`src/rtl/risc16_pkg.sv`:
```
// Shared types for the RiSC-16 trace buffer: FSM states and the FIFO entry layout.
// The entry gains a 32-bit timestamp when RISC16_TRACE_TIMESTAMP_EN is defined.
package risc16_pkg;

    localparam int REG_W  = 3;
    localparam int WORD_W = 16;
    localparam int SEQ_W  = 16;
    localparam int TS_W   = 32;

    typedef enum logic [1:0] {
        ST_IDLE    = 2'd0,
        ST_ARMED   = 2'd1,
        ST_CAPTURE = 2'd2,
        ST_FROZEN  = 2'd3
    } trc_state_e;

    typedef struct packed {
`ifdef RISC16_TRACE_TIMESTAMP_EN
        logic [TS_W-1:0]   ts;
`endif
        logic [WORD_W-1:0] pc;
        logic [REG_W-1:0]  rg;
        logic [WORD_W-1:0] data;
        logic [SEQ_W-1:0]  seq;
    } trace_entry_t;

    localparam int ENTRY_W = $bits(trace_entry_t);

    // r0 is hard-wired to zero on RiSC-16, so writes to it carry no information.
    function automatic logic is_qualified(input logic we, input logic [REG_W-1:0] rg);
        return we && (rg != '0);
    endfunction

endpackage

```
`src/rtl/risc16_trace_fifo.sv`:
```
// Synchronous first-word-fall-through FIFO with flush; head reads as zero when empty.
// Push is accepted when not full or when a pop frees a slot in the same cycle.
module risc16_trace_fifo #(
    parameter int DEPTH = 16,
    parameter int WIDTH = 51
) (
    input  logic             clk,
    input  logic             rst,
    input  logic             flush_i,
    input  logic             push_i,
    input  logic [WIDTH-1:0] wdata_i,
    input  logic             pop_i,
    output logic [WIDTH-1:0] rdata_o,
    output logic             full_o,
    output logic             empty_o
);
    localparam int AW = $clog2(DEPTH);

    logic [WIDTH-1:0] mem_q [DEPTH];
    logic [AW-1:0]    wr_ptr_q, rd_ptr_q;
    logic [AW:0]      cnt_q, cnt_d;
    logic             do_push, do_pop;

    assign empty_o = (cnt_q == '0);
    assign full_o  = (cnt_q == (AW+1)'(DEPTH));
    assign do_pop  = pop_i && !empty_o && !flush_i;
    assign do_push = push_i && (!full_o || do_pop) && !flush_i;
    assign cnt_d   = cnt_q + (AW+1)'(do_push) - (AW+1)'(do_pop);

    // Masking the head keeps the outputs at zero after reset/flush without resetting the array.
    assign rdata_o = empty_o ? '0 : mem_q[rd_ptr_q];

    always_ff @(posedge clk or posedge rst) begin
        if (rst) begin
            wr_ptr_q <= '0;
            rd_ptr_q <= '0;
            cnt_q    <= '0;
        end else if (flush_i) begin
            wr_ptr_q <= '0;
            rd_ptr_q <= '0;
            cnt_q    <= '0;
        end else begin
            if (do_push) wr_ptr_q <= wr_ptr_q + AW'(1);
            if (do_pop)  rd_ptr_q <= rd_ptr_q + AW'(1);
            cnt_q <= cnt_d;
        end
    end

    always_ff @(posedge clk) begin
        if (do_push) mem_q[wr_ptr_q] <= wdata_i;
    end

endmodule

```
`src/rtl/risc16_trace_buffer.sv`:
```
// Trace capture of RiSC-16 register-file writebacks into a FWFT FIFO drained by a host.
// Optional per-entry cycle timestamp (tr_ts) when RISC16_TRACE_TIMESTAMP_EN is defined.
module risc16_trace_buffer
    import risc16_pkg::*;
#(
    parameter int DEPTH  = 16,
    parameter int DROP_W = 8
) (
    input  logic              clk,
    input  logic              rst,
    input  logic              wb_we,
    input  logic [WORD_W-1:0] wb_pc,
    input  logic [REG_W-1:0]  wb_reg,
    input  logic [WORD_W-1:0] wb_data,
    input  logic              cap_en,
    input  logic              trig_en,
    input  logic [WORD_W-1:0] trig_pc,
    input  logic              stop_on_full,
    input  logic              clear,
    output logic              tr_valid,
    input  logic              tr_ready,
    output logic [WORD_W-1:0] tr_pc,
    output logic [REG_W-1:0]  tr_reg,
    output logic [WORD_W-1:0] tr_data,
    output logic [SEQ_W-1:0]  tr_seq,
`ifdef RISC16_TRACE_TIMESTAMP_EN
    output logic [TS_W-1:0]   tr_ts,
`endif
    output logic [1:0]        state,
    output logic              overflow,
    output logic [DROP_W-1:0] drop_cnt
);
    trc_state_e        state_q;
    logic [SEQ_W-1:0]  seq_q, seq_d;
    logic              overflow_q;
    logic [DROP_W-1:0] drop_cnt_q, drop_cnt_d;

    logic qual, pop, room, trig_hit, cap_evt, push, drop;
    logic fifo_full, fifo_empty;
    trace_entry_t wr_entry, head;
    logic [ENTRY_W-1:0] fifo_rdata;

`ifdef RISC16_TRACE_TIMESTAMP_EN
    logic [TS_W-1:0] ts_q;

    always_ff @(posedge clk or posedge rst) begin
        if (rst)        ts_q <= '0;
        else if (clear) ts_q <= '0;
        else            ts_q <= ts_q + TS_W'(1);
    end
`endif

    // Pop is evaluated first so a full FIFO with a same-cycle pop still has room.
    always_comb begin
        qual     = is_qualified(wb_we, wb_reg);
        pop      = !fifo_empty && tr_ready && !clear;
        room     = !fifo_full || pop;
        trig_hit = (state_q == ST_ARMED) && cap_en && qual && (wb_pc == trig_pc);
        cap_evt  = trig_hit || ((state_q == ST_CAPTURE) && cap_en && qual);
        push     = cap_evt && room && !clear;
        drop     = cap_evt && !room && !clear;
    end

    always_comb begin
        wr_entry      = '0;
`ifdef RISC16_TRACE_TIMESTAMP_EN
        wr_entry.ts   = ts_q;
`endif
        wr_entry.pc   = wb_pc;
        wr_entry.rg   = wb_reg;
        wr_entry.data = wb_data;
        wr_entry.seq  = seq_q;
    end

    risc16_trace_fifo #(
        .DEPTH (DEPTH),
        .WIDTH (ENTRY_W)
    ) u_fifo (
        .clk     (clk),
        .rst     (rst),
        .flush_i (clear),
        .push_i  (push),
        .wdata_i (wr_entry),
        .pop_i   (pop),
        .rdata_o (fifo_rdata),
        .full_o  (fifo_full),
        .empty_o (fifo_empty)
    );

    assign head     = trace_entry_t'(fifo_rdata);
    assign tr_valid = !fifo_empty;
    assign tr_pc    = head.pc;
    assign tr_reg   = head.rg;
    assign tr_data  = head.data;
    assign tr_seq   = head.seq;
`ifdef RISC16_TRACE_TIMESTAMP_EN
    assign tr_ts    = head.ts;
`endif

    always_ff @(posedge clk or posedge rst) begin
        if (rst) begin
            state_q <= ST_IDLE;
        end else if (clear) begin
            state_q <= ST_IDLE;
        end else begin
            unique case (state_q)
                ST_IDLE: begin
                    if (cap_en) state_q <= trig_en ? ST_ARMED : ST_CAPTURE;
                end
                ST_ARMED: begin
                    if (!cap_en)       state_q <= ST_IDLE;
                    else if (trig_hit) state_q <= (drop && stop_on_full) ? ST_FROZEN : ST_CAPTURE;
                end
                ST_CAPTURE: begin
                    if (!cap_en)                  state_q <= ST_IDLE;
                    else if (drop && stop_on_full) state_q <= ST_FROZEN;
                end
                ST_FROZEN: state_q <= ST_FROZEN;
            endcase
        end
    end

    assign seq_d      = seq_q + SEQ_W'(1);
    assign drop_cnt_d = (drop_cnt_q == '1) ? drop_cnt_q : drop_cnt_q + DROP_W'(1);

    always_ff @(posedge clk or posedge rst) begin
        if (rst) begin
            seq_q      <= '0;
            overflow_q <= 1'b0;
            drop_cnt_q <= '0;
        end else if (clear) begin
            seq_q      <= '0;
            overflow_q <= 1'b0;
            drop_cnt_q <= '0;
        end else begin
            if (push) seq_q <= seq_d;
            if (drop) begin
                overflow_q <= 1'b1;
                drop_cnt_q <= drop_cnt_d;
            end
        end
    end

    assign state    = state_q;
    assign overflow = overflow_q;
    assign drop_cnt = drop_cnt_q;

endmodule

```
`config.mk`:
```
export PLATFORM = sky130hd
export DESIGN_NAME = risc16_trace_buffer
export DESIGN_NICKNAME = d
export VERILOG_FILES = /design/src/rtl/risc16_pkg.sv /design/src/rtl/risc16_trace_fifo.sv /design/src/rtl/risc16_trace_buffer.sv
export SDC_FILE = /design/constraint.sdc
export NUM_CORES = 1
export LEC_CHECK = 0
export ABC_AREA = 1
export CORE_MARGIN = 5
export CORE_UTILIZATION = 50
export DETAILED_ROUTE_END_ITERATION = 6
export PLACE_DENSITY = 0.67
export RECOVER_POWER = 100
export REMOVE_ABC_BUFFERS = 1
export SYNTH_ARGS = -nofsm -noshare
export SYNTH_HDL_FRONTEND = slang
export SYNTH_SLANG_ARGS = --single-unit
export TNS_END_PERCENT = 100
```
`constraint.sdc`:
```
create_clock -name clk -period 9.8 [get_ports clk]
set_clock_uncertainty 0.05 [all_clocks]
set_input_delay 2.45 -clock clk [delete_from_list [all_inputs] [get_ports clk]]
set_output_delay 2.45 -clock clk [all_outputs]
set_load 0.05 [all_outputs]
```
# Yosys cells after proc, flatten, opt, wreduce, memory -nomap -nowiden
# Memories as Yosys holds them, arrays and structs flattened.
# Cells that the tools add are included.
[totals] in_bits=59 memories=1 register_bits=40 mem_bits_rw=816 elab_cells=81
[mem_list] name="u_fifo.mem_q" depth=16 width=51 read_ports=1 rd_ports_with_merged_regs=0 write_ports=1 line="risc16_trace_fifo.sv:19" text="logic [WIDTH-1:0] mem_q [DEPTH];"
[classes] add_sub_neg=6 mux=24 n_reduce_logical=33 n_eq_ne=10
[ops] cell="2-to-1 mux 51 bit" count=1
[ops] cell="2-to-1 mux 16 bit" count=2
[ops] cell="2-to-1 mux 8 bit" count=3
[ops] cell="logical AND 1 bit" count=17
[ops] cell="adder 16 x 1 -> 16 bit, second input constant" count=1
[ops] cell="equality test 16 bit" count=1
[ops] cell="2-to-1 mux 4 bit" count=4
[ops] cell="2-to-1 mux 2 bit" count=7
[ops] cell="adder 4 x 1 -> 4 bit, second input constant" count=2
[ops] cell="adder 8 x 1 -> 8 bit, second input constant" count=1
[ops] cell="equality test 8 bit, second input constant" count=1
[ops] cell="one-hot mux 2 bit (4 select lines)" count=1
[ops] cell="nonzero test 2 bit" count=4
[ops] cell="adder 5 x 1 -> 5 bit" count=1
[ops] cell="equality test 5 bit, second input constant" count=1
[ops] cell="zero test 5 bit" count=1
[ops] cell="2-to-1 mux 1 bit" count=5
[ops] cell="2-to-1 mux 5 bit" count=1
[ops] cell="subtractor 5 x 1 -> 5 bit" count=1
[ops] cell="equality test 2 bit, second input constant" count=2
[ops] cell="zero test 1 bit" count=4
[ops] cell="!= test 4 x 3 -> 1 bit, second input constant" count=1
[ops] cell="!= test 4 bit, second input constant" count=1
[ops] cell="logical OR 1 bit" count=3
[ops] cell="other kinds (7)" count=7

# Longest topological paths before layout
# Gate-level depths: netlist (run 1).
[depth] word_depth=14 mapped_depth=20 ltp_nobuf=20

# By module
# From an unflattened synthesis (run 1), not the netlist that was laid out.
[unflattened] hier_cells=3606 area_unflattened_um2=37216.9
[by_module_without_submodules] module="risc16_trace_fifo" area_per_inst_um2=35200.0 instances=1 cells_each=3323
[by_module_without_submodules] module="risc16_trace_buffer" area_per_inst_um2=2016.9 instances=1 cells_each=283

# Worst setup path before layout (run 1)
# Ideal clock, no wire load.
[synth_timing] path_kind="input to register" from="input wb_reg[1]" to="memory u_fifo.mem_q[0][0] (enable)" t_arrival_ns=5.544 n_path_buf=1 slack_ns=3.746 path_stages=9 cell_sequence="inv_1 -> a21boi_0 -> nand2_1 -> nor2_1 -> nand3_2 -> a21oi_2 -> buf_6 -> nand2_1 -> nor2_1"
[synth_via] elab_chain_len=11
[synth_rtl] element="start, declared" line="risc16_trace_buffer.sv:13" text="input logic [REG_W-1:0] wb_reg,"
[synth_rtl] element="nonzero test 3 bit (*)" line="risc16_pkg.sv:31" text="return we && (rg != '0);"
[synth_rtl] element="logical AND 1 bit (*)" line="risc16_pkg.sv:31"
[synth_rtl] element="logical AND 1 bit (2 in a row)" line="risc16_trace_buffer.sv:58" text="trig_hit = (state_q == ST_ARMED) && cap_en && qual && (wb_pc == trig_pc);"
[synth_rtl] element="logical OR 1 bit (*)" line="risc16_trace_buffer.sv:59" text="cap_evt = trig_hit || ((state_q == ST_CAPTURE) && cap_en && qual);"
[synth_rtl] element="logical AND 1 bit (*) (2 in a row)" line="risc16_trace_buffer.sv:60" text="push = cap_evt && room && !clear;"
[synth_rtl] element="logical AND 1 bit (*) (2 in a row)" line="risc16_trace_fifo.sv:27" text="assign do_push = push_i && (!full_o || do_pop) && !flush_i;"
[synth_rtl] element="2-to-1 mux 1 bit (*)" line="risc16_trace_fifo.sv:50" text="if (do_push) mem_q[wr_ptr_q] <= wdata_i;"
[synth_rtl] element="2-to-1 mux 1 bit (not written as such) (*)" line="risc16_trace_fifo.sv:50"
[synth_rtl] element="end, declared" line="risc16_trace_fifo.sv:19"
# Mark *: on every way between the ends. The rest lies on a longest branch, timed or not.

# Worst setup path after layout (run 1)
[layout_timing] from="register u_fifo.rd_ptr_q[0]" to="output tr_seq[11]"
[layout_via] elab_chain_len=2
[layout_rtl] element="start, declared" line="risc16_trace_fifo.sv:20" text="logic [AW-1:0] wr_ptr_q, rd_ptr_q;"
[layout_rtl] element="start signal, assigned" line="risc16_trace_fifo.sv:44" text="if (do_pop) rd_ptr_q <= rd_ptr_q + AW'(1);"
[layout_rtl] element="memory (16 x 51 bit)"
[layout_rtl] element="2-to-1 mux 51 bit" line="risc16_trace_fifo.sv:31" text="assign rdata_o = empty_o ? '0 : mem_q[rd_ptr_q];"
[layout_rtl] element="end, declared" line="risc16_trace_buffer.sv:25" text="output logic [SEQ_W-1:0] tr_seq,"
# No other way between the ends.

==> results of run 1 <==
path summary, 6_finish.rpt:
check	from	endpoint	slack [ps]	cells after the start
max in group asynchronous	rst	u_fifo.rd_ptr_q[1]$_DFFE_PP0P_	4950	3
min in group asynchronous	rst	u_fifo.cnt_q[3]$_DFF_PP0_	3080	3
setup / recovery	u_fifo.rd_ptr_q[0]$_DFFE_PP0P_	tr_seq[11]	1160	6
hold reg to reg	overflow$_DFFE_PP0P_	overflow$_DFFE_PP0P_	470	2
hold / removal	overflow$_DFFE_PP0P_	overflow$_DFFE_PP0P_	470	2
setup reg to reg	u_fifo.cnt_q[2]$_DFF_PP0_	u_fifo.mem_q[15][21]$_DFFE_PP_	4080	12
flip-flops by register name, indices dropped and copies added, names as in the netlist:
signal	count
u_fifo.mem_q	816
drop_cnt	8
u_fifo.wr_ptr_q	4
u_fifo.rd_ptr_q	4
overflow	1
seq_q	16
state	2
u_fifo.cnt_q	5
routing by layer:
metal | GRT usage [%] | wire [um]
met3 | 4.49 | 8350
met4 | 6.77 | 2100
met1 | 33.0 | 36300
met2 | 36.9 | 41000
met5 | 0 | 0
worst max-delay path, cell delays in order, from the launching register on:
cell and delay, ps:
dfrtp_2 1260, clkbuf_2 1800, o21ai_0 320, o221ai_1 300
o211ai_1 180, a21oi_1 570, dlygate4sd3_1 960
final cells by class:
class                           instances  area, sq um  share of cell area, %
Clock buffer                          105         2280                   5.88
Clock inverter                         51          469                   1.21
Antenna cell                            1         2.50                0.00646
Sequential cell                       856        25500                   65.9
Multi-Input combinational cell       1465         7630                   19.7
Timing Repair Buffer                  156         1430                   3.70
Inverter                               75          292                  0.753
Tap cell                              873         1090                   2.82
power groups by stage:
stage / logic [uW] / registers (uW) / clock network (uW)
floorplan: 1500 / 4230 / 0
global placement: 2400 / 4160 / 0
detailed placement: 2440 / 4160 / 0
CTS: 2450 / 4080 / 3250
global route: 2560 / 4080 / 3410
finish: 2390 / 4080 / 3210
layout by cell type, fill, tap and decap left out, drive strengths merged:
| cell type | count |
|---|---|
| inv | 78 |
| clkinvlp | 2 |
| nor2 | 486 |
| dlygate4sd3 | 92 |
| a31oi | 1 |
| bufinv | 8 |
| clkbuf | 124 |
| o21ai | 434 |
| o22ai | 64 |
| dfrtp | 40 |
| xor2 | 9 |
| a211oi | 1 |
| nand2 | 93 |
| and2 | 1 |
| ha | 13 |
| nor4 | 4 |
| o211ai | 64 |
| nand4 | 9 |
| a21oi | 69 |
| xnor2 | 3 |
| a21boi | 1 |
| o21a | 2 |
| o31ai | 5 |
| buf | 16 |
| nor3 | 6 |
| fa | 1 |
| clkdlybuf4s50 | 29 |
| diode | 1 |
| clkinv | 38 |
| nand3 | 59 |
| o221ai | 140 |
| edfxtp | 816 |
logic make-up after synthesis:
group | after synthesis
and+or+nand+nor | 658
adders and majority gates | 14
DFF | 856
xor gates and xnor gates | 12
buffers and inverters | 254
AOI/OAI and AO/OA | 781
per-stage QoR:
stage	setup TNS [ps]	hold WS [ps]
after floorplan	-296260	527
after global placement	0	443
after detailed placement	0	473
after CTS	0	491
after global routing	0	509
final	0	471
==> impl_metrics.prom, run 1 <==
# TYPE chip_impl_metric gauge
chip_impl_info{name="worst_hold_path_type",value="reg -> reg"} 1
chip_impl_metric{name="sw_frac_of_total",unit="%"} 32.9
chip_impl_metric{name="maxSlewViolCount",unit=""} 603
chip_impl_metric{name="largest_net_degree_at_the_start_of_global_routing",unit=""} 179
chip_impl_metric{name="total_power_after_layout",unit="uW"} 9690
chip_impl_metric{name="synth.distinct_cells",unit=""} 41
chip_impl_info{name="setup.worst_path.class",value="reg -> out"} 1
chip_impl_info{name="clockRootBuffer",value="clkbuf_16"} 1
chip_impl_metric{name="synth_enable_flop_cells",unit=""} 816
chip_impl_info{name="post-synth-top-count-cell",value="edfxtp_1"} 1
chip_impl_metric{name="antenna_violations_before_repair",unit=""} 1
chip_impl_metric{name="drt-wirelength-per-cell",unit="um"} 24.5
chip_impl_metric{name="synth_area",unit="sq um"} 34200
chip_impl_metric{name="synth_adder_area_share",unit="%"} 0.534
chip_impl_metric{name="post-synth-top-area-fraction",unit="%"} 71.7
chip_impl_metric{name="fraction_of_the_mapped_netlist_area_in_simple_logic_gates",unit="%"} 7.83
chip_impl_metric{name="synth_seq_area_share",unit="%"} 74.6
chip_impl_info{name="cp-start-kind",value="flop"} 1
chip_impl_metric{name="period_needed",unit="ps"} 8640
chip_impl_metric{name="worst_ir_drop_vdd",unit="mV"} 0.171
chip_impl_metric{name="worstPathMaxFanout",unit=""} 121
chip_impl_metric{name="final_critical_path_setup_slack",unit="ps"} 1160
chip_impl_info{name="synth_top_cell_by_area",value="edfxtp_1"} 1
chip_impl_metric{name="synth_seq_cells",unit=""} 856
chip_impl_metric{name="first_iter_violations",unit=""} 2476
chip_impl_metric{name="vias_per_cell",unit=""} 6.15
chip_impl_metric{name="power_frac_clock",unit="%"} 33.1
chip_impl_metric{name="cts_made_buffers",unit=""} 85
chip_impl_metric{name="yosys.area_share.xor_xnor",unit="%"} 0.307
chip_impl_metric{name="gp_routability_congestion",unit=""} 0.807
chip_impl_metric{name="clk_pin_slew",unit="ps"} 60
chip_impl_metric{name="timing.max_slew.rel_slack",unit="%"} -107
chip_impl_metric{name="grt_pass1_wl",unit="mm"} 131
chip_impl_metric{name="max-cap-violations",unit=""} 17
chip_impl_metric{name="setup-violations-final",unit=""} 0
chip_impl_metric{name="post-route-cell-area",unit="sq um"} 38700
chip_impl_metric{name="layout-drive-gt1-share",unit="%"} 6.24
chip_impl_metric{name="first_pass_iteration_count_of_the_detailed_router",unit=""} 5
chip_impl_info{name="result_of_the_run",value="finished, violations left"} 1
chip_impl_metric{name="wirelength",unit="mm"} 87.7
chip_impl_metric{name="route.detailed.drc",unit=""} 0
chip_impl_metric{name="die-height",unit="um"} 272
chip_impl_metric{name="floorplan.initialDensity",unit="%"} 50.6
chip_impl_metric{name="combPwrFrac",unit="%"} 24.7
chip_impl_metric{name="place_ws",unit="ps"} 2550
chip_impl_metric{name="design.portCount",unit=""} 122
chip_impl_info{name="setup_repair_after_global_routing_missed_its_margin",value="no"} 1
chip_impl_metric{name="maxClockFrequency",unit="GHz"} 0.116
chip_impl_metric{name="pwr_density_cell",unit="nW/um^2"} 250
chip_impl_metric{name="worst-slew-pin-transition",unit="ps"} 3100
chip_impl_metric{name="layoutNonFillerInstCount",unit=""} 3582
chip_impl_metric{name="vias",unit=""} 22032
chip_impl_metric{name="p_sw",unit="uW"} 3190
chip_impl_metric{name="total_leakage_power",unit="uW"} 0.0125
chip_impl_info{name="violations",value="capacitance limit, slew limit"} 1
chip_impl_metric{name="ctsHtreeMaxLevel",unit=""} 3
chip_impl_info{name="postSynth.topFlopCell",value="edfxtp_1"} 1
chip_impl_metric{name="syn-instance-count",unit=""} 2575
chip_impl_metric{name="coreArea",unit="sq um"} 67500
chip_impl_metric{name="place_hpwl",unit="mm"} 46.5
chip_impl_metric{name="io_buffers",unit=""} 121
chip_impl_info{name="combinational_family_with_the_most_area_after_synthesis",value="compound AO/OA/AOI/OAI gates"} 1
chip_impl_metric{name="sequentialPowerShare",unit="%"} 42.1
chip_impl_metric{name="clkSinkCount",unit=""} 856
chip_impl_metric{name="grt_util_all_layers",unit="%"} 23.2
chip_impl_info{name="yosys-top-cells-area",value="edfxtp_1, o21ai_0, nor2_1"} 1
chip_impl_metric{name="area_growth_syn_to_layout",unit="%"} 13.2
chip_impl_metric{name="cts_setup_buffers",unit=""} 0
chip_impl_metric{name="cellInternalPower",unit="uW"} 6500
chip_impl_metric{name="synthArstFlopShare",unit="%"} 4.67
chip_impl_metric{name="final_net_count",unit=""} 2712
chip_impl_metric{name="fp-row-count",unit=""} 95
chip_impl_metric{name="finalHoldViolations",unit=""} 0
chip_impl_metric{name="synth.yosys.warnings",unit=""} 0
chip_impl_metric{name="max-clock-path-buffers",unit=""} 3
chip_impl_info{name="post_synth_most_frequent_cells",value="edfxtp_1, nor2_1, o21ai_0"} 1
chip_impl_metric{name="fillCellCount",unit=""} 5223
chip_impl_info{name="tritoncts",value="built"} 1
chip_impl_metric{name="cts_repair_resize_count",unit=""} 0
chip_impl_metric{name="final_core_util",unit="%"} 57.3
chip_impl_metric{name="fp.dieW",unit="um"} 272
chip_impl_metric{name="clk-insertion-delay-late",unit="ps"} 620
chip_impl_metric{name="via_count_of_the_first_global_routing_pass",unit=""} 21484
chip_impl_metric{name="remaining_antenna_violation_count_after_routing",unit=""} 0
chip_impl_metric{name="detailed_place.area",unit="sq um"} 36200
chip_impl_metric{name="mean_area_per_synthesized_cell",unit="sq um"} 13.3
chip_impl_metric{name="critical_path_arrival",unit="ps"} 6140
chip_impl_metric{name="period_share",unit="%"} 88.1
chip_impl_metric{name="holdBufCountCts",unit=""} 0
chip_impl_metric{name="design.die.area",unit="sq um"} 73700
chip_impl_metric{name="required",unit="ps"} 7300
chip_impl_metric{name="overflow_left_after_global_routing",unit=""} 0
chip_impl_info{name="setup.worst_path.end_class",value="primary output"} 1
chip_impl_metric{name="synth-compound-area-share",unit="%"} 13.8
chip_impl_metric{name="synth.mux.area_fraction",unit="%"} 0
chip_impl_metric{name="placed_cells",unit=""} 3425
Power figures use the tool's default switching activity.
==> run 2, diff against run 1 <==
--- a/config.mk
+++ b/config.mk
@@ -5,13 +5,13 @@
 export SDC_FILE = /design/constraint.sdc
 export NUM_CORES = 1
 export LEC_CHECK = 0
-export ABC_AREA = 1
 export CORE_MARGIN = 5
-export CORE_UTILIZATION = 50
+export CORE_UTILIZATION = 60
 export DETAILED_ROUTE_END_ITERATION = 6
-export PLACE_DENSITY = 0.67
+export PLACE_DENSITY = 0.78
 export RECOVER_POWER = 100
 export REMOVE_ABC_BUFFERS = 1
+export SETUP_SLACK_MARGIN = 0.15
 export SYNTH_ARGS = -nofsm -noshare
 export SYNTH_HDL_FRONTEND = slang
 export SYNTH_SLANG_ARGS = --single-unit
==> run 2 against run 1 <==
Compared with the run above:
- largest power group unchanged
- critical endpoint is now u_fifo.mem_q[13][28]$_DFFE_PP_
- the run still ends with capacitance limit, slew limit left
- power down 5.6%
- sequential power about the same
- via count down 27%
==> impl_metrics.prom, run 2 <==
# TYPE chip_impl_metric gauge
chip_impl_metric{name="area_growth_syn_to_layout",unit="%"} 13.6
chip_impl_metric{name="clk-insertion-delay-late",unit="ps"} 620
chip_impl_metric{name="sw_frac_of_total",unit="%"} 27.5
chip_impl_metric{name="place_hpwl",unit="mm"} 39.7
chip_impl_metric{name="detailed_place.area",unit="sq um"} 35700
chip_impl_info{name="setup.worst_path.end_class",value="flop"} 1
chip_impl_metric{name="mean_area_per_synthesized_cell",unit="sq um"} 22.6
chip_impl_metric{name="synth_area",unit="sq um"} 33600
chip_impl_info{name="violations",value="capacitance limit, slew limit"} 1
chip_impl_metric{name="pwr_density_cell",unit="nW/um^2"} 240
chip_impl_info{name="worst_hold_path_type",value="reg -> reg"} 1
chip_impl_metric{name="die-height",unit="um"} 247
chip_impl_info{name="largest_register",value="u_fifo.mem_q"} 1
chip_impl_info{name="cp-start-kind",value="input pin"} 1
chip_impl_metric{name="maxSlewViolCount",unit=""} 371
chip_impl_metric{name="synth.distinct_cells",unit=""} 48
chip_impl_metric{name="cts_repair_resize_count",unit=""} 0
chip_impl_metric{name="largest_net_degree_at_the_start_of_global_routing",unit=""} 144
chip_impl_metric{name="synthArstFlopShare",unit="%"} 4.67
chip_impl_metric{name="cts_setup_buffers",unit=""} 0
chip_impl_metric{name="period_needed",unit="ps"} 8240
chip_impl_info{name="clockRootBuffer",value="clkbuf_16"} 1
chip_impl_metric{name="r2r_setup_slack",unit="ps"} 4300
chip_impl_metric{name="fin_tns_setup",unit="ps"} 0
chip_impl_metric{name="largest_reg_flops",unit=""} 816
chip_impl_metric{name="syn-instance-count",unit=""} 1488
chip_impl_metric{name="period_share",unit="%"} 84.1
chip_impl_metric{name="wirelength",unit="mm"} 74.4
chip_impl_metric{name="fp-row-count",unit=""} 86
chip_impl_metric{name="synth_seq_cells",unit=""} 856
chip_impl_info{name="synth_top_cell_by_area",value="edfxtp_1"} 1
chip_impl_info{name="layout_commonest_cell",value="edfxtp_1"} 1
chip_impl_metric{name="coreArea",unit="sq um"} 55300
chip_impl_metric{name="via_count_of_the_first_global_routing_pass",unit=""} 16631
chip_impl_info{name="postSynth.topFlopCell",value="edfxtp_1"} 1
chip_impl_metric{name="number_of_cells_traversed_by_the_worst_register_to_register_path",unit=""} 7
chip_impl_metric{name="cts_made_buffers",unit=""} 83
chip_impl_info{name="post-synth-top-count-cell",value="edfxtp_1"} 1
chip_impl_metric{name="post-synth-top-area-fraction",unit="%"} 72.9
chip_impl_metric{name="ctsHtreeMaxLevel",unit=""} 3
chip_impl_metric{name="final_core_util",unit="%"} 69.0
chip_impl_info{name="yosys-top-cells-area",value="edfxtp_1, mux4_2, dfrtp_1"} 1
chip_impl_metric{name="critical_path_arrival",unit="ps"} 8440
chip_impl_metric{name="first_iter_violations",unit=""} 1871
chip_impl_info{name="hold_path_end",value="overflow$_DFFE_PP0P_"} 1
chip_impl_metric{name="cellInternalPower",unit="uW"} 6640
chip_impl_metric{name="max-clock-path-buffers",unit=""} 3
chip_impl_metric{name="synth_enable_flop_cells",unit=""} 816
chip_impl_metric{name="synth.yosys.warnings",unit=""} 0
chip_impl_metric{name="overflow_left_after_global_routing",unit=""} 0
chip_impl_metric{name="design.portCount",unit=""} 122
chip_impl_info{name="tritoncts",value="built"} 1
chip_impl_metric{name="setup-violations-final",unit=""} 0
chip_impl_metric{name="combPwrFrac",unit="%"} 22.1
chip_impl_metric{name="vias",unit=""} 16094
chip_impl_metric{name="grt_util_all_layers",unit="%"} 25.1
chip_impl_info{name="setup_repair_after_global_routing_missed_its_margin",value="no"} 1
chip_impl_info{name="crit-reg2reg-launch",value="state[0]$_DFFE_PP0P_"} 1
chip_impl_metric{name="worst-slew-pin-transition",unit="ps"} 2640
chip_impl_info{name="cp_slowest_cell",value="nor2_1"} 1
chip_impl_metric{name="max-cap-violations",unit=""} 12
chip_impl_metric{name="remaining_antenna_violation_count_after_routing",unit=""} 0
chip_impl_metric{name="antenna_violations_before_repair",unit=""} 3
chip_impl_metric{name="first_pass_iteration_count_of_the_detailed_router",unit=""} 6
chip_impl_metric{name="post-route-cell-area",unit="sq um"} 38200
chip_impl_info{name="crit-reg2reg-capture",value="u_fifo.mem_q[13][28]$_DFFE_PP_"} 1
chip_impl_metric{name="clk_pin_slew",unit="ps"} 60
chip_impl_metric{name="grt_pass1_wl",unit="mm"} 110
chip_impl_metric{name="layout-drive-gt1-share",unit="%"} 23.1
chip_impl_info{name="result_of_the_run",value="finished, violations left"} 1
chip_impl_metric{name="clkSinkCount",unit=""} 856
chip_impl_metric{name="worstPathMaxFanout",unit=""} 28
chip_impl_metric{name="finalHoldViolations",unit=""} 0
chip_impl_metric{name="synth_seq_area_share",unit="%"} 75.9
chip_impl_metric{name="final_net_count",unit=""} 1713
chip_impl_metric{name="total_leakage_power",unit="uW"} 0.0121
chip_impl_metric{name="io_buffers",unit=""} 121
chip_impl_metric{name="design.die.area",unit="sq um"} 60800
chip_impl_metric{name="worstHoldPathCells",unit=""} 2
chip_impl_info{name="post_synth_most_frequent_cells",value="edfxtp_1, mux4_2, and2_1"} 1
chip_impl_metric{name="sequentialPowerShare",unit="%"} 44.6
chip_impl_metric{name="holdBufCountCts",unit=""} 0
chip_impl_metric{name="gp_routability_congestion",unit=""} 0.785
chip_impl_metric{name="power_frac_clock",unit="%"} 33.3
chip_impl_info{name="leading_cell_types_in_the_layout_fill_and_taps_excluded",value="edfxtp_1, mux4_2, dlygate4sd3_1"} 1
chip_impl_metric{name="floorplan.initialDensity",unit="%"} 60.7
chip_impl_metric{name="required",unit="ps"} 10000
chip_impl_info{name="setup.worst_path.class",value="in -> reg"} 1
chip_impl_metric{name="drt-wirelength-per-cell",unit="um"} 30.3
chip_impl_info{name="cells_traversed_along_the_worst_timing_path",value="dlygate4sd3_1 > xnor2_1 > nand4_1 > nor4_1 > a21o_1 > nand3_1 > nor2_1 > buf_4"} 1
chip_impl_metric{name="vias_per_cell",unit=""} 6.56
chip_impl_info{name="min-delay-start",value="overflow$_DFFE_PP0P_"} 1
chip_impl_metric{name="p_sw",unit="uW"} 2510
chip_impl_metric{name="fp.dieW",unit="um"} 247
chip_impl_metric{name="fillCellCount",unit=""} 3285
chip_impl_metric{name="timing.max_slew.rel_slack",unit="%"} -76.3
chip_impl_metric{name="worst_ir_drop_vdd",unit="mV"} 0.184
chip_impl_metric{name="route.detailed.drc",unit=""} 0
chip_impl_metric{name="critical_path.max_stage_delay",unit="ps"} 2050
chip_impl_metric{name="maxClockFrequency",unit="GHz"} 0.121
==> run 2: logic make-up (layout without fill, tap and decap cells) <==
family	count (synthesis)	after routing	synth area share, %
AO/OA/AOI/OAI	73	73	1.31
XOR/XNOR	21	21	0.547
multiplexers	256	256	17.2
other	0	2	0
AND/OR/NAND/NOR	171	171	2.94
buffers and inverters	97	313	1.53
adder cells (fa/ha/maj)	14	14	0.544
flip-flops	856	856	75.9
==> run 2: layer usage <==
layer | vias up | wire length, um | GRT usage [%]
li1 | 6589 | - | -
met1 | 8473 | 28200 | 35.2
met2 | 919 | 37500 | 40.6
met3 | 109 | 7160 | 6.16
met4 | 4 | 1560 | 6.42
met5 | - | 27 | 0
==> run 2: critical path, delay by kind of cell <==
family	cells	cell delay (ps)
and+or+nand+nor	4	3440
xor gates and xnor gates	1	500
buffers and inverters	2	1450
AOI/OAI and AO/OA	1	560
==> run 2: metrics by stage <==
stage	worst slack, ps	hold WS, ps	power (uW)	instances
detailed placement	2430	470	6250	2303
finish	1560	483	9150	2454
CTS	2680	496	9290	2452
global placement	2590	496	6240	2303
global route	1310	514	9500	2452
floorplan	-2190	498	5910	1409
==> run 2: power by group through the flow <==
stage                     combinational, uW  clock (uW)  sequential, uW
after global routing                   2140        3270            4090
final                                  2020        3040            4080
after floorplan                        1610           0            4300
after CTS                              2110        3090            4090
after detailed placement               2090           0            4170
after global placement                 2070           0            4160
==> run 2: cell type report <==
type	instances	area (sq um)	area share (%)
antenna	2	5.00	0.0131
clock buffer	107	2290	6.01
clock inverter	42	297	0.777
inverter	18	67.6	0.177
multi-input combinational	535	7650	20.0
sequential	856	25500	66.9
tap	748	936	2.45
timing repair buffer	146	1390	3.65
==> run 2: worst max path at each step <==
| stage | from | to | slack, ps |
|---|---|---|---|
| 2_1_floorplan | u_fifo.rd_ptr_q[0]$_DFFE_PP0P_ | tr_data[0] | -2190 |
| 3_3_place_gp | wb_pc[6] | u_fifo.mem_q[11][30]$_DFFE_PP_ | 2590 |
| 3_5_place_dp | wb_pc[6] | u_fifo.mem_q[11][30]$_DFFE_PP_ | 2430 |
| 4_1_cts | u_fifo.rd_ptr_q[0]$_DFFE_PP0P_ | tr_data[6] | 2680 |
| 5_1_grt | wb_pc[6] | u_fifo.mem_q[13][28]$_DFFE_PP_ | 1310 |
| 6_report | wb_pc[6] | u_fifo.mem_q[13][28]$_DFFE_PP_ | 1560 |
==> run 3, diff against run 2 <==
--- a/config.mk
+++ b/config.mk
@@ -6,9 +6,9 @@
 export NUM_CORES = 1
 export LEC_CHECK = 0
 export CORE_MARGIN = 5
-export CORE_UTILIZATION = 60
+export CORE_UTILIZATION = 55
 export DETAILED_ROUTE_END_ITERATION = 6
-export PLACE_DENSITY = 0.78
+export PLACE_DENSITY = 0.76
 export RECOVER_POWER = 100
 export REMOVE_ABC_BUFFERS = 1
 export SETUP_SLACK_MARGIN = 0.15
==> constraint.sdc (replaced) <==
create_clock -name clk -period 6.6 [get_ports clk]
set_clock_uncertainty 0.05 [all_clocks]
set_input_delay 1.65 -clock clk [delete_from_list [all_inputs] [get_ports clk]]
set_output_delay 1.65 -clock clk [all_outputs]
set_load 0.05 [all_outputs]
==> run 3 against run 2 <==
Compared with the run above:
- the run still ends with capacitance limit, slew limit left
- cell area up 1.5%
- wire length increased by 3.0%
- core utilization decreased by 4.9 points
- flip-flop and latch count did not move
- worst hold slack worse by 29 ps
- non-clock buffer count grew 34
- combinational power is 56% higher
- setup slack got worse by 920 ps
- power increased by 53%
- die area up 8.7%
- register-to-register slack got worse by 2400 ps
- critical endpoint is now tr_seq[13]
==> impl_metrics.prom, run 3 (synthesized netlist as in run 2, its figures left out) <==
# TYPE chip_impl_metric gauge
chip_impl_metric{name="gp_routability_congestion",unit=""} 0.791
chip_impl_metric{name="maxSlewViolCount",unit=""} 76
chip_impl_metric{name="total_leakage_power",unit="uW"} 0.0123
chip_impl_metric{name="critical_path.max_stage_delay",unit="ps"} 1340
chip_impl_metric{name="worstPathMaxFanout",unit=""} 34
chip_impl_metric{name="critical_path_buf_inv_count",unit=""} 3
chip_impl_metric{name="design.portCount",unit=""} 122
chip_impl_info{name="clockRootBuffer",value="clkbuf_16"} 1
chip_impl_metric{name="vias",unit=""} 16278
chip_impl_metric{name="overflow_left_after_global_routing",unit=""} 0
chip_impl_metric{name="antenna_violations_before_repair",unit=""} 2
chip_impl_metric{name="fp-row-count",unit=""} 90
chip_impl_metric{name="period_needed",unit="ps"} 5960
chip_impl_metric{name="max-clock-path-buffers",unit=""} 3
chip_impl_metric{name="coreArea",unit="sq um"} 60500
chip_impl_info{name="tritoncts",value="built"} 1
chip_impl_info{name="min-delay-start",value="overflow$_DFFE_PP0P_"} 1
chip_impl_metric{name="finalHoldViolations",unit=""} 0
chip_impl_metric{name="ctsHtreeMaxLevel",unit=""} 3
chip_impl_info{name="setup_repair_after_global_routing_missed_its_margin",value="no"} 1
chip_impl_info{name="violations",value="capacitance limit, slew limit"} 1
chip_impl_info{name="layout_commonest_cell",value="edfxtp_1"} 1
chip_impl_metric{name="clkSinkCount",unit=""} 856
chip_impl_metric{name="remaining_antenna_violation_count_after_routing",unit=""} 0
chip_impl_metric{name="holdBufCountCts",unit=""} 0
chip_impl_metric{name="cts_setup_buffers",unit=""} 0
chip_impl_metric{name="cts_repair_resize_count",unit=""} 0
chip_impl_metric{name="period_share",unit="%"} 90.4
chip_impl_metric{name="die-height",unit="um"} 257
chip_impl_info{name="worst_hold_path_type",value="reg -> reg"} 1
chip_impl_info{name="setup.worst_path.start",value="u_fifo.cnt_q[2]$_DFF_PP0_"} 1
chip_impl_metric{name="wirelength",unit="mm"} 76.7
chip_impl_info{name="cp_slowest_cell",value="nand2b_1"} 1
chip_impl_metric{name="io_buffers",unit=""} 121
chip_impl_metric{name="place_ws",unit="ps"} 1020
chip_impl_info{name="result_of_the_run",value="finished, violations left"} 1
chip_impl_metric{name="setup-violations-final",unit=""} 0
chip_impl_metric{name="cts_made_buffers",unit=""} 83
chip_impl_metric{name="grt_pass1_wl",unit="mm"} 114
chip_impl_metric{name="final_core_util",unit="%"} 64.1
chip_impl_metric{name="fp.dieW",unit="um"} 257
chip_impl_metric{name="maxClockFrequency",unit="GHz"} 0.168
chip_impl_metric{name="pwr_density_cell",unit="nW/um^2"} 361
chip_impl_metric{name="place_hpwl",unit="mm"} 43.2
chip_impl_metric{name="timing.max_slew.rel_slack",unit="%"} -58.9
chip_impl_metric{name="clk_pin_slew",unit="ps"} 60
chip_impl_metric{name="floorplan.initialDensity",unit="%"} 55.6
chip_impl_info{name="setup.worst_path.class",value="reg -> out"} 1
chip_impl_metric{name="vias_per_cell",unit=""} 6.45
chip_impl_info{name="crit-reg2reg-launch",value="u_fifo.cnt_q[2]$_DFF_PP0_"} 1
chip_impl_info{name="cells_traversed_along_the_worst_timing_path",value="inv_1 > ha_1 > nor3b_1 > nand2b_1 > buf_4 > and2_1 > dlygate4sd3_1"} 1
chip_impl_metric{name="critical_path_arrival",unit="ps"} 4260
chip_impl_metric{name="detailed_place.area",unit="sq um"} 36100
chip_impl_metric{name="insertedDiodeCount",unit=""} 0
chip_impl_metric{name="drt-wirelength-per-cell",unit="um"} 30.4
chip_impl_metric{name="worst_ir_drop_vdd",unit="mV"} 0.231
chip_impl_metric{name="post-route-cell-area",unit="sq um"} 38700
chip_impl_metric{name="largest_reg_flops",unit=""} 816
chip_impl_metric{name="r2r_setup_slack",unit="ps"} 1930
chip_impl_metric{name="route.detailed.drc",unit=""} 0
chip_impl_metric{name="first_iter_violations",unit=""} 1960
chip_impl_info{name="leading_cell_types_in_the_layout_fill_and_taps_excluded",value="edfxtp_1, mux4_2, clkbuf_16"} 1
chip_impl_metric{name="via_count_of_the_first_global_routing_pass",unit=""} 16860
chip_impl_metric{name="design.die.area",unit="sq um"} 66100
chip_impl_metric{name="final_net_count",unit=""} 1747
chip_impl_metric{name="clk-insertion-delay-late",unit="ps"} 630
chip_impl_metric{name="area_growth_syn_to_layout",unit="%"} 15.3
chip_impl_metric{name="worst-slew-pin-transition",unit="ps"} 2380
chip_impl_metric{name="max-cap-violations",unit=""} 2
chip_impl_metric{name="grt_util_all_layers",unit="%"} 23.2
chip_impl_metric{name="largest_net_degree_at_the_start_of_global_routing",unit=""} 156
chip_impl_metric{name="layout-drive-gt1-share",unit="%"} 25.0
chip_impl_info{name="largest_register",value="u_fifo.mem_q"} 1
chip_impl_metric{name="fillCellCount",unit=""} 3790
chip_impl_metric{name="required",unit="ps"} 4900
chip_impl_metric{name="final_critical_path_setup_slack",unit="ps"} 636
chip_impl_info{name="cp-start-kind",value="flop"} 1
chip_impl_info{name="critPathTopFamily",value="simple AND/OR/NAND/NOR gates"} 1
chip_impl_info{name="setup.worst_path.end_class",value="primary output"} 1
chip_impl_metric{name="first_pass_iteration_count_of_the_detailed_router",unit=""} 5
-- run 3: tightest hold or removal path: stages, from the launching register on --
cell,delay [ps]
dfrtp_1,350
a21oi_1,40
nor2_1,70
-- run 3: cell type report --
cell class,instances,area [sq um],share of cell area [%]
flip-flops and latches,856,25500,65.9
multi-input cells,535,7620,19.7
clock buffers,97,2170,5.60
repair buffers,180,1780,4.60
well taps,782,978,2.53
clock inverters,55,598,1.54
inverters,18,67.6,0.174
-- run 3: path summary, 6_finish.rpt --
kind	endpoint	cells after the start
hold reg to reg	overflow$_DFFE_PP0P_	2
setup / recovery	tr_seq[13]	7
hold / removal	overflow$_DFFE_PP0P_	2
min in group asynchronous	u_fifo.cnt_q[0]$_DFF_PP0_	3
setup reg to reg	u_fifo.cnt_q[4]$_DFF_PP0_	17
max in group asynchronous	u_fifo.rd_ptr_q[2]$_DFFE_PP0P_	3
-- run 3: stage by stage --
step	total power, uW	setup TNS [ps]	std cells	hold WS [ps]
final	14000	0	2523	454
after global routing	14500	0	2523	543
after CTS	14100	0	2523	468
after detailed placement	9340	0	2371	452
after global placement	9320	0	2371	466
after floorplan	8740	-228230	1409	498
-- run 3: where the power goes --
part,switching (uW),internal (uW)
Combinational,1770,1380
Clock,2000,2830
Sequential,70.7,5940
Total,3840,10100
-- run 3: layer usage --
| layer | part of all wire, % | GRT usage (%) |
|---|---|---|
| met5 | 0.010 | 0 |
| met4 | 1.9 | 5.47 |
| met3 | 7.8 | 4.05 |
| met1 | 39 | 32.8 |
| met2 | 52 | 38.9 |
